### config.mk
export PLATFORM = sky130hd
export DESIGN_NAME = rx_fifo_drain
export DESIGN_NICKNAME = d
export VERILOG_FILES = /design/src/rtl/rx_fifo_drain.sv
export SDC_FILE = /design/constraint.sdc
export NUM_CORES = 1
export LEC_CHECK = 0
export ABC_AREA = 1
export BUFFER_PORTS_ARGS = -buffer_cell sky130_fd_sc_hd__clkbuf_2
export CAP_MARGIN = 20
export CELL_PAD_IN_SITES_DETAIL_PLACEMENT = 0
export CELL_PAD_IN_SITES_GLOBAL_PLACEMENT = 1
export CORE_UTILIZATION = 41
export DETAILED_ROUTE_END_ITERATION = 16
export GPL_TIMING_DRIVEN = 0
export PLACE_DENSITY = 0.87
export SETUP_SLACK_MARGIN = 0.15
export SYNTH_ARGS = -nofsm -noshare
export SYNTH_HDL_FRONTEND = slang
export SYNTH_SLANG_ARGS = --single-unit
### constraint.sdc
create_clock -name macPIRxClk -period 5.1 [get_ports macPIRxClk]
set_clock_uncertainty 0.1 [all_clocks]
set_input_delay 1.02 -clock macPIRxClk [delete_from_list [all_inputs] [get_ports macPIRxClk]]
set_output_delay 1.02 -clock macPIRxClk [all_outputs]
set_load 0.005 [all_outputs]
### src/rtl/rx_fifo_drain.sv
// Receive FIFO read-side drain: skid-buffered pops, MPDU tag parsing, DMA word stream.
// Optional length limit enabled by defining RX_DRAIN_LENCHECK_EN.
module rx_fifo_drain #(
    parameter int unsigned MAX_WORDS = 2866
) (
    input  logic        macPIRxClk,
    input  logic        macPIClkSoftRst,
    input  logic        rxDrainEn,
    input  logic        rxDrainAbort,
    input  logic        rxFIFOEmpty,
    input  logic        rxFIFOAlmEmpty,
    input  logic        rxFIFODataValid,
    input  logic [31:0] rxFIFORdData,
    input  logic [3:0]  rxFIFOMPDUDelimiters,
    output logic        rxFIFORead,
    output logic        rxFIFORdFlush,
    output logic        dmaWrValid,
    input  logic        dmaWrReady,
    output logic [31:0] dmaWrData,
    output logic        dmaWrFirst,
    output logic        dmaWrLast,
    output logic        dmaWrDiscard,
    output logic [15:0] mpduWordCnt,
    output logic        mpduDone,
    output logic        tagError,
    output logic        lenError,
    output logic        drainBusy
);

    localparam logic [3:0] TagStart  = 4'h1;
    localparam logic [3:0] TagEndOk  = 4'h2;
    localparam logic [3:0] TagEndBad = 4'h3;

    typedef enum logic [0:0] {StIdle, StInMpdu} state_e;

    state_e      state_q, st_d;
    logic [35:0] buf_q [2];
    logic [1:0]  buf_cnt_q;
    logic        rd_q;
    logic        flush_q;
    logic [15:0] cnt_q, cnt_d, cnt_out, cnt_inc;
    logic        len_hit_q, hit_d;

    logic [3:0]  head_tag;
    logic        is_start, is_end, is_rsv;
    logic        has_head, drop, pop, cap;
    logic        first, last, discard, tag_err, len_err;
    logic [35:0] wr_word;

    assign head_tag = buf_q[0][35:32];
    assign is_start = (head_tag == TagStart);
    assign is_end   = (head_tag == TagEndOk) || (head_tag == TagEndBad);
    assign is_rsv   = (head_tag > TagEndBad);
    assign cnt_inc  = (cnt_q == 16'hFFFF) ? cnt_q : cnt_q + 16'd1;
    assign wr_word  = {rxFIFOMPDUDelimiters, rxFIFORdData};

    // Nothing is presented or captured while the flush is in progress.
    assign has_head = (buf_cnt_q != 2'd0) && !flush_q;
    assign pop      = has_head && (drop || dmaWrReady);
    assign cap      = rxFIFODataValid && !flush_q;

    assign rxFIFORead = rxDrainEn && !rxFIFOEmpty && !flush_q &&
                        (({1'b0, buf_cnt_q} + {2'b00, rd_q}) < 3'd2) &&
                        !(rxFIFOAlmEmpty && rd_q);

`ifdef RX_DRAIN_LENCHECK_EN
    logic at_max;
    assign at_max = (32'(cnt_q) >= MAX_WORDS);
`endif

    always_comb begin
        drop    = 1'b0;
        first   = 1'b0;
        last    = 1'b0;
        discard = 1'b0;
        tag_err = 1'b0;
        len_err = 1'b0;
        cnt_out = cnt_q;
        st_d    = state_q;
        cnt_d   = cnt_q;
        hit_d   = len_hit_q;
        case (state_q)
            StIdle: begin
                if (is_start) begin
                    first   = 1'b1;
                    cnt_out = 16'd1;
                    st_d    = StInMpdu;
                    cnt_d   = 16'd1;
                    hit_d   = 1'b0;
                end else begin
                    drop    = 1'b1;
                    tag_err = 1'b1;
                end
            end
            StInMpdu: begin
                if (is_start) begin
                    // Unexpected START: report it and restart the MPDU on this word.
                    first   = 1'b1;
                    tag_err = 1'b1;
                    cnt_out = 16'd1;
                    cnt_d   = 16'd1;
                    hit_d   = 1'b0;
                end else if (is_end) begin
                    last    = 1'b1;
                    discard = (head_tag == TagEndBad);
                    cnt_out = cnt_inc;
                    st_d    = StIdle;
                    cnt_d   = 16'd0;
                    hit_d   = 1'b0;
`ifdef RX_DRAIN_LENCHECK_EN
                    if (at_max) begin
                        discard = 1'b1;
                        cnt_out = cnt_q;
                        len_err = !len_hit_q;
                    end
`endif
                end else begin
                    tag_err = is_rsv;
                    cnt_out = cnt_inc;
                    cnt_d   = cnt_inc;
`ifdef RX_DRAIN_LENCHECK_EN
                    if (at_max) begin
                        drop    = 1'b1;
                        cnt_out = cnt_q;
                        cnt_d   = cnt_q;
                        len_err = !len_hit_q;
                        hit_d   = 1'b1;
                    end
`endif
                end
            end
            default: ;
        endcase
    end

    always_ff @(posedge macPIRxClk) begin
        if (macPIClkSoftRst) begin
            state_q   <= StIdle;
            buf_q[0]  <= '0;
            buf_q[1]  <= '0;
            buf_cnt_q <= 2'd0;
            rd_q      <= 1'b0;
            flush_q   <= 1'b0;
            cnt_q     <= 16'd0;
            len_hit_q <= 1'b0;
        end else begin
            rd_q    <= rxFIFORead;
            flush_q <= rxDrainAbort;
            if (flush_q) begin
                buf_cnt_q <= 2'd0;
                state_q   <= StIdle;
                cnt_q     <= 16'd0;
                len_hit_q <= 1'b0;
            end else begin
                case ({cap, pop})
                    2'b10: begin
                        if (buf_cnt_q != 2'd2) begin
                            buf_q[buf_cnt_q[0]] <= wr_word;
                            buf_cnt_q           <= buf_cnt_q + 2'd1;
                        end
                    end
                    2'b01: begin
                        buf_q[0]  <= buf_q[1];
                        buf_cnt_q <= buf_cnt_q - 2'd1;
                    end
                    2'b11: begin
                        if (buf_cnt_q == 2'd1) begin
                            buf_q[0] <= wr_word;
                        end else begin
                            buf_q[0] <= buf_q[1];
                            buf_q[1] <= wr_word;
                        end
                    end
                    default: ;
                endcase
                if (pop) begin
                    state_q   <= st_d;
                    cnt_q     <= cnt_d;
                    len_hit_q <= hit_d;
                end
            end
        end
    end

    assign rxFIFORdFlush = flush_q;
    assign dmaWrValid    = has_head && !drop;
    assign dmaWrData     = buf_q[0][31:0];
    assign dmaWrFirst    = first;
    assign dmaWrLast     = last;
    assign dmaWrDiscard  = discard;
    assign mpduWordCnt   = cnt_out;
    assign mpduDone      = dmaWrValid && dmaWrReady && last;
    assign tagError      = pop && tag_err;
    assign drainBusy     = (state_q == StInMpdu) || (buf_cnt_q != 2'd0) || rd_q;

`ifdef RX_DRAIN_LENCHECK_EN
    assign lenError = pop && len_err;
`else
    logic unused_lencheck;
    assign unused_lencheck = ^{len_err, len_hit_q, hit_d, MAX_WORDS};
    assign lenError        = 1'b0;
`endif

endmodule
==> out/qor.yml <==
run_status:
  status: "finished clean"
finish:
  layout.nets: 847
  area_growth_pct: 19.09
  layout_commonest_cell: "nand2_1"
  insertedDiodeCount: 0
  seqCellArea_um2: 2582
  fillers: 1257
  drive_above_1_share_pct: 23.38
  multi_input_area_um2: 2291
  layout_common_cells: "nand2_1 (269), clkbuf_2 (99), edfxtp_1 (72), nand3_1 (68), buf_4 (42)"
cts:
  cts.sinks: 93
  post_cts_buffers: 0
  insertion_delay_ns: 0.35
  ctsLongestPathBuffers: 2
  ctsHoldBuffers: 0
  root_buffer: "clkbuf_16"
  cts_max_level: 3
  cts_resized: 0
  cts_buffers: 9
  cts_tree: "done"
  clk_pin_slew_worst_paths_ns: 0.07
synth:
  syn_area_um2: 5433
  avgSynthCellArea_um2: 7.943
  syn_nets: 732
  yosysSeqAreaShare_pct: 47.54
  synth_seq_cells: 93
  synth_edf_count: 72
  ys.flop_type: "edfxtp_1"
  syn_inst: 684
  async_flop_share_pct: 0
  synth_cell_types: 34
  yosys_warnings: 0
global_routing:
  grt_max_degree: 26
  antenna_found_initial: 0
  grt_usage_pct: 21.29
  grt-ovfl-total: 0
  grt_pass1_vias: 4395
  grt_pass1_wl_mm: 22.12
detailed_routing:
  drtPass1Iterations: 5
  drt_wl_total_mm: 13.79
  drt_iter0_markers: 338
  vias_per_cell: 4.974
  routedWlPerCell_um: 14.13
  drc: 0
  vias: 4855
  antenna_left: 0
critical_path:
  crit_path_top_delay_cell: "dfxtp_1"
  worstPathMaxFanout: 10
  cp_top_family: "simple AND/OR/NAND/NOR gates"
  cp_num_buf_inv: 3
  cpPeakStageDelay_ns: 0.51
  path_class: "register to primary output"
  crit_path_cell_trace: "ha_1 > nand2_1 > nor2_2 > nand2_2 > nor2_2 > inv_2 > buf_6 > nand2_1 > nand3_1 > o21ai_0 > clkbuf_2"
  worstSetupEndpointType: "primary output"
  start_kind: "register"
  worst-endpoint-arrival_ns: 2.52
  cp_data_required_time_ns: 3.98
placed_design:
  hpwl_mm: 9.710
  globalplace.congestion: 0.8737
  port_buffers: 99
timing:
  maxSlewViolCount: 0
  max_freq_mhz: 274.8
  hold-worst-slack_ns: 0.4108
  setup_viol: 0
  period_minus_slack_ns: 3.639
  worstMarginPinSlew_ns: 0.7617
  slew-limit-headroom_pct: 49.03
  finalCritPeriodShare_pct: 71.36
  fin_tns_setup_ns: 0
  rsz0062_at_grt: "no"
  finalHoldViolCount: 0
die:
  start_util_pct: 42.53
  die_area_um2: 13710
  die_w_um: 117.1
  die_h_um: 117.1
  rows: 41
  core_um2: 12770
  io-pin-count: 102
power:
  ir_drop_v: 0.0001727
  p_leak_uw: 0.002936
  p_per_area_nw_per_um2: 322.8
  total_power_uw: 2089
worst_hold_path:
  min_path_type: "register to register"
run:
  maxCapViolations: 0
-- power by group --
group	switching (µW)	total [µW]	internal [µW]
Sequential	39.0	983	944
Combinational	271	474	203
Clock	298	631	333
-- area by class of cell --
cell class,count,area share [%]
well taps,172,3.326
clock inverters,5,0.5415
flip-flops and latches,93,39.91
inverters,34,1.992
repair buffers,104,8.490
plain buffers,66,6.730
clock buffers,11,3.597
multi-input cells,491,35.41
-- cells in the mapped netlist, types with 9 or more instances --
cell        n  area [µm²]
a21boi_0   33       247.7
nor2_1     37       138.9
clkbuf_1   12       45.04
nand2_1   269        1010
inv_1      29       108.9
o21ai_0    22       110.1
buf_2       9       45.04
nand3_1    69       345.3
buf_4      39       292.8
a21oi_1    26       130.1
edfxtp_1   72        2162
dfxtp_1    21       420.4
-- sequential cells by signal, summed over array words and instances, names as in the netlist --
register / flops
buf_cnt_q: 2
buf_q: 72
cnt_q: 16
rd_q: 1
rxFIFORdFlush: 1
state_q: 1
-- kinds of logic after synthesis --
group / after synthesis / share of synthesized area, %
AND/OR/NAND/NOR: 397 / 30.91
adder cells (fa/ha/maj): 4 / 0.9213
flip-flops: 93 / 47.54
other: 1 / 0.06903
AO/OA/AOI/OAI: 85 / 9.535
XOR/XNOR: 4 / 0.6450
buffers and inverters: 100 / 10.39
-- stage by stage --
stage	util, %	instances	instance area [µm²]	setup WS, ns
2_1_floorplan	-	684	5433	1.236
3_3_place_gp	48.09	955	6143	0.1303
3_5_place_dp	48.56	960	6202	1.462
4_1_cts	50.65	976	6470	1.467
5_1_grt	50.65	976	6470	1.242
6_report	50.65	976	6470	1.461
-- metal layers --
| metal | part of all wire [%] | global-route usage, % |
|---|---|---|
| met1 | 45 | 28.76 |
| met2 | 48 | 33.93 |
| met3 | 5.0 | 3.759 |
| met4 | 1.7 | 8.692 |
| met5 | 0 | 0 |
-- tightest hold or removal path: cells and delay by family (launching register included) --
| family | cells | cell delay [ns] |
|---|---|---|
| and+or+nand+nor | 1 | 0.07 |
| AOI/OAI and AO/OA | 1 | 0.06 |
| DFF | 1 | 0.34 |
-- final timing paths --
kind / start / endpoint / slack [ns] / depth (start not counted)
worst max-delay path: cnt_q[0] / mpduWordCnt[15] / 1.46 / 11
worst min-delay path: cnt_q[15] / cnt_q[15] / 0.41 / 2
worst max register to register: buf_cnt_q[0] / buf_q[0][24] / 1.78 / 9
worst min register to register: cnt_q[15] / cnt_q[15] / 0.41 / 2
(Power assumes the default switching activity.)
